--- config.mk ---
export PLATFORM = sky130hd
export DESIGN_NAME = tdm_demux_rx
export DESIGN_NICKNAME = d
export VERILOG_FILES = /design/src/rtl/tdm_pkg.sv /design/src/rtl/tdm_slot_counter.sv /design/src/rtl/tdm_demux_rx.sv
export SDC_FILE = /design/constraint.sdc
export NUM_CORES = 1
export LEC_CHECK = 0
export CORE_ASPECT_RATIO = 0.75
export CORE_UTILIZATION = 51
export DETAILED_ROUTE_END_ITERATION = 7
export PLACE_DENSITY = 0.77
export SLEW_MARGIN = 25
export SYNTH_ARGS = -nofsm -noshare
export SYNTH_HDL_FRONTEND = slang
export SYNTH_SLANG_ARGS = --single-unit
--- constraint.sdc ---
create_clock -name clk -period 1.9 [get_ports clk]
set_input_delay 0.475 -clock clk [delete_from_list [all_inputs] [get_ports clk]]
set_output_delay 0.475 -clock clk [all_outputs]
set_load 0.03 [all_outputs]
--- src/rtl/tdm_pkg.sv ---
// Shared types and helpers for the TDM serial receive path.
// Optional build macro: TDM_PARITY_EN adds one even-parity slot per frame.
package tdm_pkg;

  typedef enum logic {
    HUNT = 1'b0,
    LOCK = 1'b1
  } state_t;

  localparam int NCH_DEFAULT = 8;

  // Number of slots on the wire per frame: data slots plus the optional parity slot.
  function automatic int frame_len(input int nch);
`ifdef TDM_PARITY_EN
    return nch + 1;
`else
    return nch;
`endif
  endfunction

endpackage

--- src/rtl/tdm_slot_counter.sv ---
// Slot position counter for one TDM frame: counts 0..FLEN-1 and wraps,
// can be forced to 1 when a frame marker is accepted as slot 0.
module tdm_slot_counter #(
  parameter int FLEN = 8,
  parameter int W    = 3
) (
  input  logic         clk,
  input  logic         rst_n,
  input  logic         en,
  input  logic         load1,
  output logic [W-1:0] cnt,
  output logic         wrap
);

  assign wrap = (cnt == W'(FLEN - 1));

  // Advance one slot per accepted beat; a frame marker restarts the count at slot 1.
  always_ff @(posedge clk or negedge rst_n) begin
    if (!rst_n) begin
      cnt <= '0;
    end else if (load1) begin
      cnt <= W'(1);
    end else if (en) begin
      cnt <= wrap ? '0 : cnt + W'(1);
    end
  end

endmodule

--- src/rtl/tdm_demux_rx.sv ---
// TDM serial receiver: locks to the frame marker, steers each slot bit into
// its channel position and presents the recovered word with a valid strobe.
// Optional build macro: TDM_PARITY_EN (extra parity slot and parity_err output).
module tdm_demux_rx
  import tdm_pkg::*;
#(
  parameter int NCH  = NCH_DEFAULT,
  parameter int SELW = $clog2(frame_len(NCH))
) (
  input  logic            clk,
  input  logic            rst_n,
  input  logic            din,
  input  logic            din_valid,
  input  logic            frame_sync,
  output logic [NCH-1:0]  dout,
  output logic            dout_valid,
  output logic [SELW-1:0] slot_sel,
  output logic            locked,
  output logic            frame_err
`ifdef TDM_PARITY_EN
  ,
  output logic            parity_err
`endif
);

  localparam int FLEN = frame_len(NCH);

  state_t          state;
  logic [NCH-1:0]  shadow;
  logic [NCH-1:0]  shadow_nxt;
  logic [NCH-1:0]  shadow_first;
  logic            cnt_en;
  logic            cnt_load;
  logic            wrap;

  // The marker beat is accepted as slot 0 in either state; ordinary beats only advance while locked.
  assign cnt_load = din_valid && frame_sync;
  assign cnt_en   = din_valid && (state == LOCK) && !frame_sync && (slot_sel != '0);

  tdm_slot_counter #(
    .FLEN (FLEN),
    .W    (SELW)
  ) u_slot_counter (
    .clk   (clk),
    .rst_n (rst_n),
    .en    (cnt_en),
    .load1 (cnt_load),
    .cnt   (slot_sel),
    .wrap  (wrap)
  );

  assign locked       = (state == LOCK);
  assign shadow_first = {{(NCH-1){1'b0}}, din};

  // Steer the incoming bit into the channel addressed by the current slot; the parity slot matches no channel.
  always_comb begin
    shadow_nxt = shadow;
    for (int k = 0; k < NCH; k++) begin
      if (slot_sel == SELW'(k)) shadow_nxt[k] = din;
    end
  end

  // Frame-lock FSM with shadow assembly and output word register; pulses clear on every edge.
  always_ff @(posedge clk or negedge rst_n) begin
    if (!rst_n) begin
      state      <= HUNT;
      shadow     <= '0;
      dout       <= '0;
      dout_valid <= 1'b0;
      frame_err  <= 1'b0;
`ifdef TDM_PARITY_EN
      parity_err <= 1'b0;
`endif
    end else begin
      dout_valid <= 1'b0;
      frame_err  <= 1'b0;
`ifdef TDM_PARITY_EN
      parity_err <= 1'b0;
`endif
      if (din_valid) begin
        case (state)
          HUNT: begin
            if (frame_sync) begin
              shadow <= shadow_first;
              state  <= LOCK;
            end
          end
          LOCK: begin
            if (frame_sync) begin
              // A marker anywhere but slot 0 abandons the partial frame and restarts it.
              frame_err <= (slot_sel != '0);
              shadow    <= shadow_first;
            end else if (slot_sel == '0) begin
              frame_err <= 1'b1;
              state     <= HUNT;
            end else begin
              shadow <= shadow_nxt;
              if (wrap) begin
`ifdef TDM_PARITY_EN
                // Even parity: the parity bit equals the XOR of the data bits.
                if (din == ^shadow) begin
                  dout       <= shadow;
                  dout_valid <= 1'b1;
                end else begin
                  parity_err <= 1'b1;
                end
`else
                dout       <= shadow_nxt;
                dout_valid <= 1'b1;
`endif
              end
            end
          end
          default: state <= HUNT;
        endcase
      end
    end
  end

endmodule

# After elaboration in Yosys (flattened, before gate mapping)
# Cells that the tools add are included.
# Widths: inputs -> output; s select.
[op_classes] n_mux=27 addsub=1 bitwise_logic=3 n_eq_ne=10 reduce_logical=11
[ops] operator="$mux 8" count=3
[ops] operator="$mux 1" count=19
[ops] operator="$pmux 8 s2" count=1
[ops] operator="$eq 3x3->1 const B" count=4
[ops] operator="$mux 3" count=3
[ops] operator="$eq 3x2->1 const B" count=2
[ops] operator="$reduce_and 3->1" count=2
[ops] operator="$reduce_and 5->1" count=1
[ops] operator="$logic_and 1x1->1" count=4
[ops] operator="$ne 2x2->1 const B" count=2
[ops] operator="$add 3x1->3 const B" count=1
[ops] operator="$eq 3x1->1 const B" count=1
[ops] operator="$logic_not 3->1" count=1
[ops] operator="$ne 3x3->1 const B" count=1
[ops] operator="$not 1->1" count=3
[ops] operator="$reduce_bool 3->1" count=1
[ops] operator="$pmux 1 s2" count=1
[ops] operator="$reduce_bool 2->1" count=1
[ops] operator="$logic_not 1->1" count=1
[word_totals] output_inout_bits=14 register_bits=22 in_bits=5

# Longest topological paths before layout
[logic_depth] depth_word=6 mapped_depth=8

# By module
# A second synthesis with hierarchy kept.
[hier_totals] cells_unflattened=85 hier_area_um2=1014.7
[modules_own_cells] mod="tdm_demux_rx" seq_area_each_um2=475.5 n_inst=1 cells_per_inst=73 area_per_inst_um2=868.3
[modules_own_cells] mod="tdm_slot_counter" seq_area_each_um2=75.1 n_inst=1 cells_per_inst=12 area_per_inst_um2=146.4

# Least setup slack after synthesis
# Ideal clock, no wire load.
[synth_path] path_kind="reg-to-reg" from="reg u_slot_counter.cnt[0]" to="reg dout[0]" path_stages_with_launch=7 slack_ns=0.079 arrival_time_ns=1.693 setup_ns=0.128 n_path_buf=0 path_cell_list="dfrtp_1 inv_1 ha_1 nand2b_4 ha_1 nand4_1 mux2_1"
[synth_via] elab_chain_len=3
[synth_lines] item="start, declared" line="tdm_slot_counter.sv:11" rtl="output logic [W-1:0] cnt,"
[synth_lines] item="start signal, assigned" line="tdm_slot_counter.sv:24" rtl="cnt <= wrap ? '0 : cnt + W'(1);"
[synth_lines] item="$logic_not 3->1" line="tdm_demux_rx.sv:59, tdm_demux_rx.sv:93"
[synth_lines] item="$not 1->1 (no source line)"
[synth_lines] item="$reduce_and 5->1 (no source line) (*)"
[synth_lines] item="end signal, assigned" line="tdm_demux_rx.sv:108" rtl="dout <= shadow_nxt;"
[synth_lines] item="end, declared" line="tdm_demux_rx.sv:15" rtl="output logic [NCH-1:0] dout,"
# Mark *: on every way between the ends. The rest lies on a longest branch, timed or not.
# A chain may end at the register's enable or synchronous reset.

# Worst setup path in the final report
[layout_path] from="reg dout[7]" to="out dout[7]"
# No word-level cell between the ends.

==> metrics.yaml <==
synth:
  synthMuxAreaShare: 0.08161
  synth_compound_area_frac: 0.1328
  ys_types: 35
  postSynthCellCount: 112
  syn_avg_cell_area_um2: 10.27
  yosysWarnings: 0
  yosys.area.top_type: "dfrtp_1"
  synth_top_family_by_area: "simple AND/OR/NAND/NOR gates"
  synthArstFlopShare: 1.000
  synth_simple_gate_area_frac: 0.1785
  synth_top_area_share: 0.4570
  synth_nets: 126
  synth_edf_count: 0
  synthFlopType: "dfrtp_1"
  synth_area_leaders: "dfrtp_1, ha_1, mux2i_1"
  synthesis.area_mm2: 0.001150
  ys_ff_latch: 21
  synth_xor_area_frac: 0
  seq_area_frac_synth: 0.4570
  synth_fa_ha_area_frac: 0.09793
place:
  place.gp.congestion: 0.8801
  hpwlAfterDp_um: 1880
  port_buffers: 18
grt:
  grt_pass1_vias: 962
  grt.overflow.total: 0
  grt_usage: 0.2353
  grt_max_degree: 22
  antenna_found_initial: 0
  grt_first_pass_wirelength_um: 4236
clock_network:
  clkSinkCount: 21
  root_buffer: "clkbuf_4"
  cts_setup_buffers: 0
  cts_resized: 2
  cts.clk_slew.worst_paths_ps: 120
  cts_tree: "yes"
  clock_path_buffers: 2
  clock_latency_ps: 310
  cts_hold_buffers: 0
  htree_levels: 1
  cts_made_buffers: 3
floorplan:
  die_x_um: 56.83
  die_y_um: 43.12
  row_count: 14
  io_pins: 19
  die-area_mm2: 0.002451
  initial_core_util: 0.5563
  coreArea_mm2: 0.002067
setup_path:
  cp.arrival_ps: 1350
  path_buf_inv: 1
  required_ps: 1420
  cp-end-kind: "output pin"
  crit_chain: "clkdlybuf4s50_1"
  cp_slowest_cell: "clkdlybuf4s50_1"
  cpLargestDelayFamily: "buffers and inverters"
  worstPathMaxFanout: 2
  max_stage_delay_ps: 680
  cp-start-kind: "flip-flop"
  crit_type: "flip-flop to output pin"
timing:
  fin_skew_ps: 9.766
  tightest_slew_ps: 309.4
  period_needed_ps: 1829
  slew_violations: 0
  max_slew_margin: 0.7931
  max_clock_freq_mhz: 546.7
  hold_viol_final: 0
  period_share: 0.9628
  rsz0062_at_grt: "no"
  setup_viol: 0
  finalSetupTns_ps: 0
drt:
  route.vias.total: 929
  post-route-drc-count: 0
  drt-initial-drc-count: 28
  antenna_left: 0
  finalWirelength_um: 2406
  wl_per_cell_um: 14.85
  via_per_inst: 5.735
  drt-pass1-iter-count: 4
layout:
  n_antenna_cell: 0
  regArea_um2: 525.5
  fillerInstances: 166
  final_common_cell: "dfrtp_1"
  multi_input_area_um2: 564.3
  nNetsFinal: 153
  area_growth_pct: 24.48
  final_cell_mix: "dfrtp_1, clkdlybuf4s50_1, nand2_1, buf_4"
  drive_gt1_frac: 0.1377
min_path:
  hold_path_class: "primary input to async pin"
job:
  max_cap_violations: 0
power_and_ir_drop:
  total_power_mw: 1.883
  power_density_mw_per_mm2: 1316
  p_leak_nw: 0.6753
  ir_worst_vdd_mv: 0.6509
outcome:
  outcome: "finished clean"
## per-layer routing
layer  vias to the layer above  wire length, µm  GRT usage
li1                        456                -          -
met1                       444             1176     0.2876
met2                        22             1071     0.3738
met3                         7              106    0.07927
met4                         0               51     0.1171
met5                         -                0          0
## cells by family (layout without fill, tap and decap cells)
kind of cell / count (synthesis) / in the layout
AND/OR/NAND/NOR: 37 / 37
AO/OA/AOI/OAI: 23 / 23
adder cells (fa/ha/maj): 9 / 9
flip-flops: 21 / 21
buffers and inverters: 13 / 39
multiplexers: 9 / 9
## synthesized netlist by cell type (3+ instances only)
| master | number |
|---|---|
| nand2b_1 | 4 |
| nand3_1 | 4 |
| mux2i_1 | 6 |
| buf_2 | 4 |
| mux2_1 | 3 |
| a22oi_1 | 3 |
| nand2_1 | 14 |
| o21ai_1 | 9 |
| dfrtp_1 | 21 |
| ha_1 | 9 |
| inv_1 | 3 |
## power breakdown
part / switching [mW] / internal (mW) / total [mW]
logic: 0.582 / 0.419 / 1.00
registers: 0.0938 / 0.570 / 0.664
clock network: 0.135 / 0.0821 / 0.218
total: 0.812 / 1.07 / 1.88
## per-stage QoR
step / setup WS (ps) / cell area (µm²) / util / hold slack (ps) / std cells
2_1_floorplan: 79.01 / 1150 / - / 179.4 / 112
3_3_place_gp: 32.89 / 1408 / 0.6810 / 467.5 / 158
3_5_place_dp: 15.24 / 1408 / 0.6810 / 474.4 / 158
4_1_cts: 39.07 / 1431 / 0.6925 / 481.0 / 162
5_1_grt: 3.749 / 1431 / 0.6925 / 518.6 / 162
6_report: 70.75 / 1431 / 0.6925 / 483.8 / 162
## final cells by class
type | count | area share
clock buffer | 4 | 0.01836
inverter | 6 | 0.01748
multi-input combinational | 78 | 0.3942
sequential | 21 | 0.3671
tap | 24 | 0.02098
timing repair buffer | 29 | 0.1818
## flip-flops by register name, summed over array words and instances (netlist names)
name,count
locked,1
dout_valid,1
u_slot_counter.cnt,3
dout,8
frame_err,1
shadow,7
## path summary, 6_finish.rpt
kind / from / end / slack [ps] / cells past startpoint
worst max-delay path: dout[7]$_DFFE_PN0P_ / dout[7] / 70 / 1
worst min-delay path: rst_n / dout[4]$_DFFE_PN0P_ / 480 / 2
worst max register to register: u_slot_counter.cnt[0]$_DFFE_PN0P_ / dout[7]$_DFFE_PN0P_ / 130 / 6
worst min register to register: dout[3]$_DFFE_PN0P_ / dout[3]$_DFFE_PN0P_ / 490 / 2
max in group asynchronous: rst_n / dout[7]$_DFFE_PN0P_ / 1200 / 2
min in group clk: dout[3]$_DFFE_PN0P_ / dout[3]$_DFFE_PN0P_ / 490 / 2
Power figures use the tool's default switching activity.
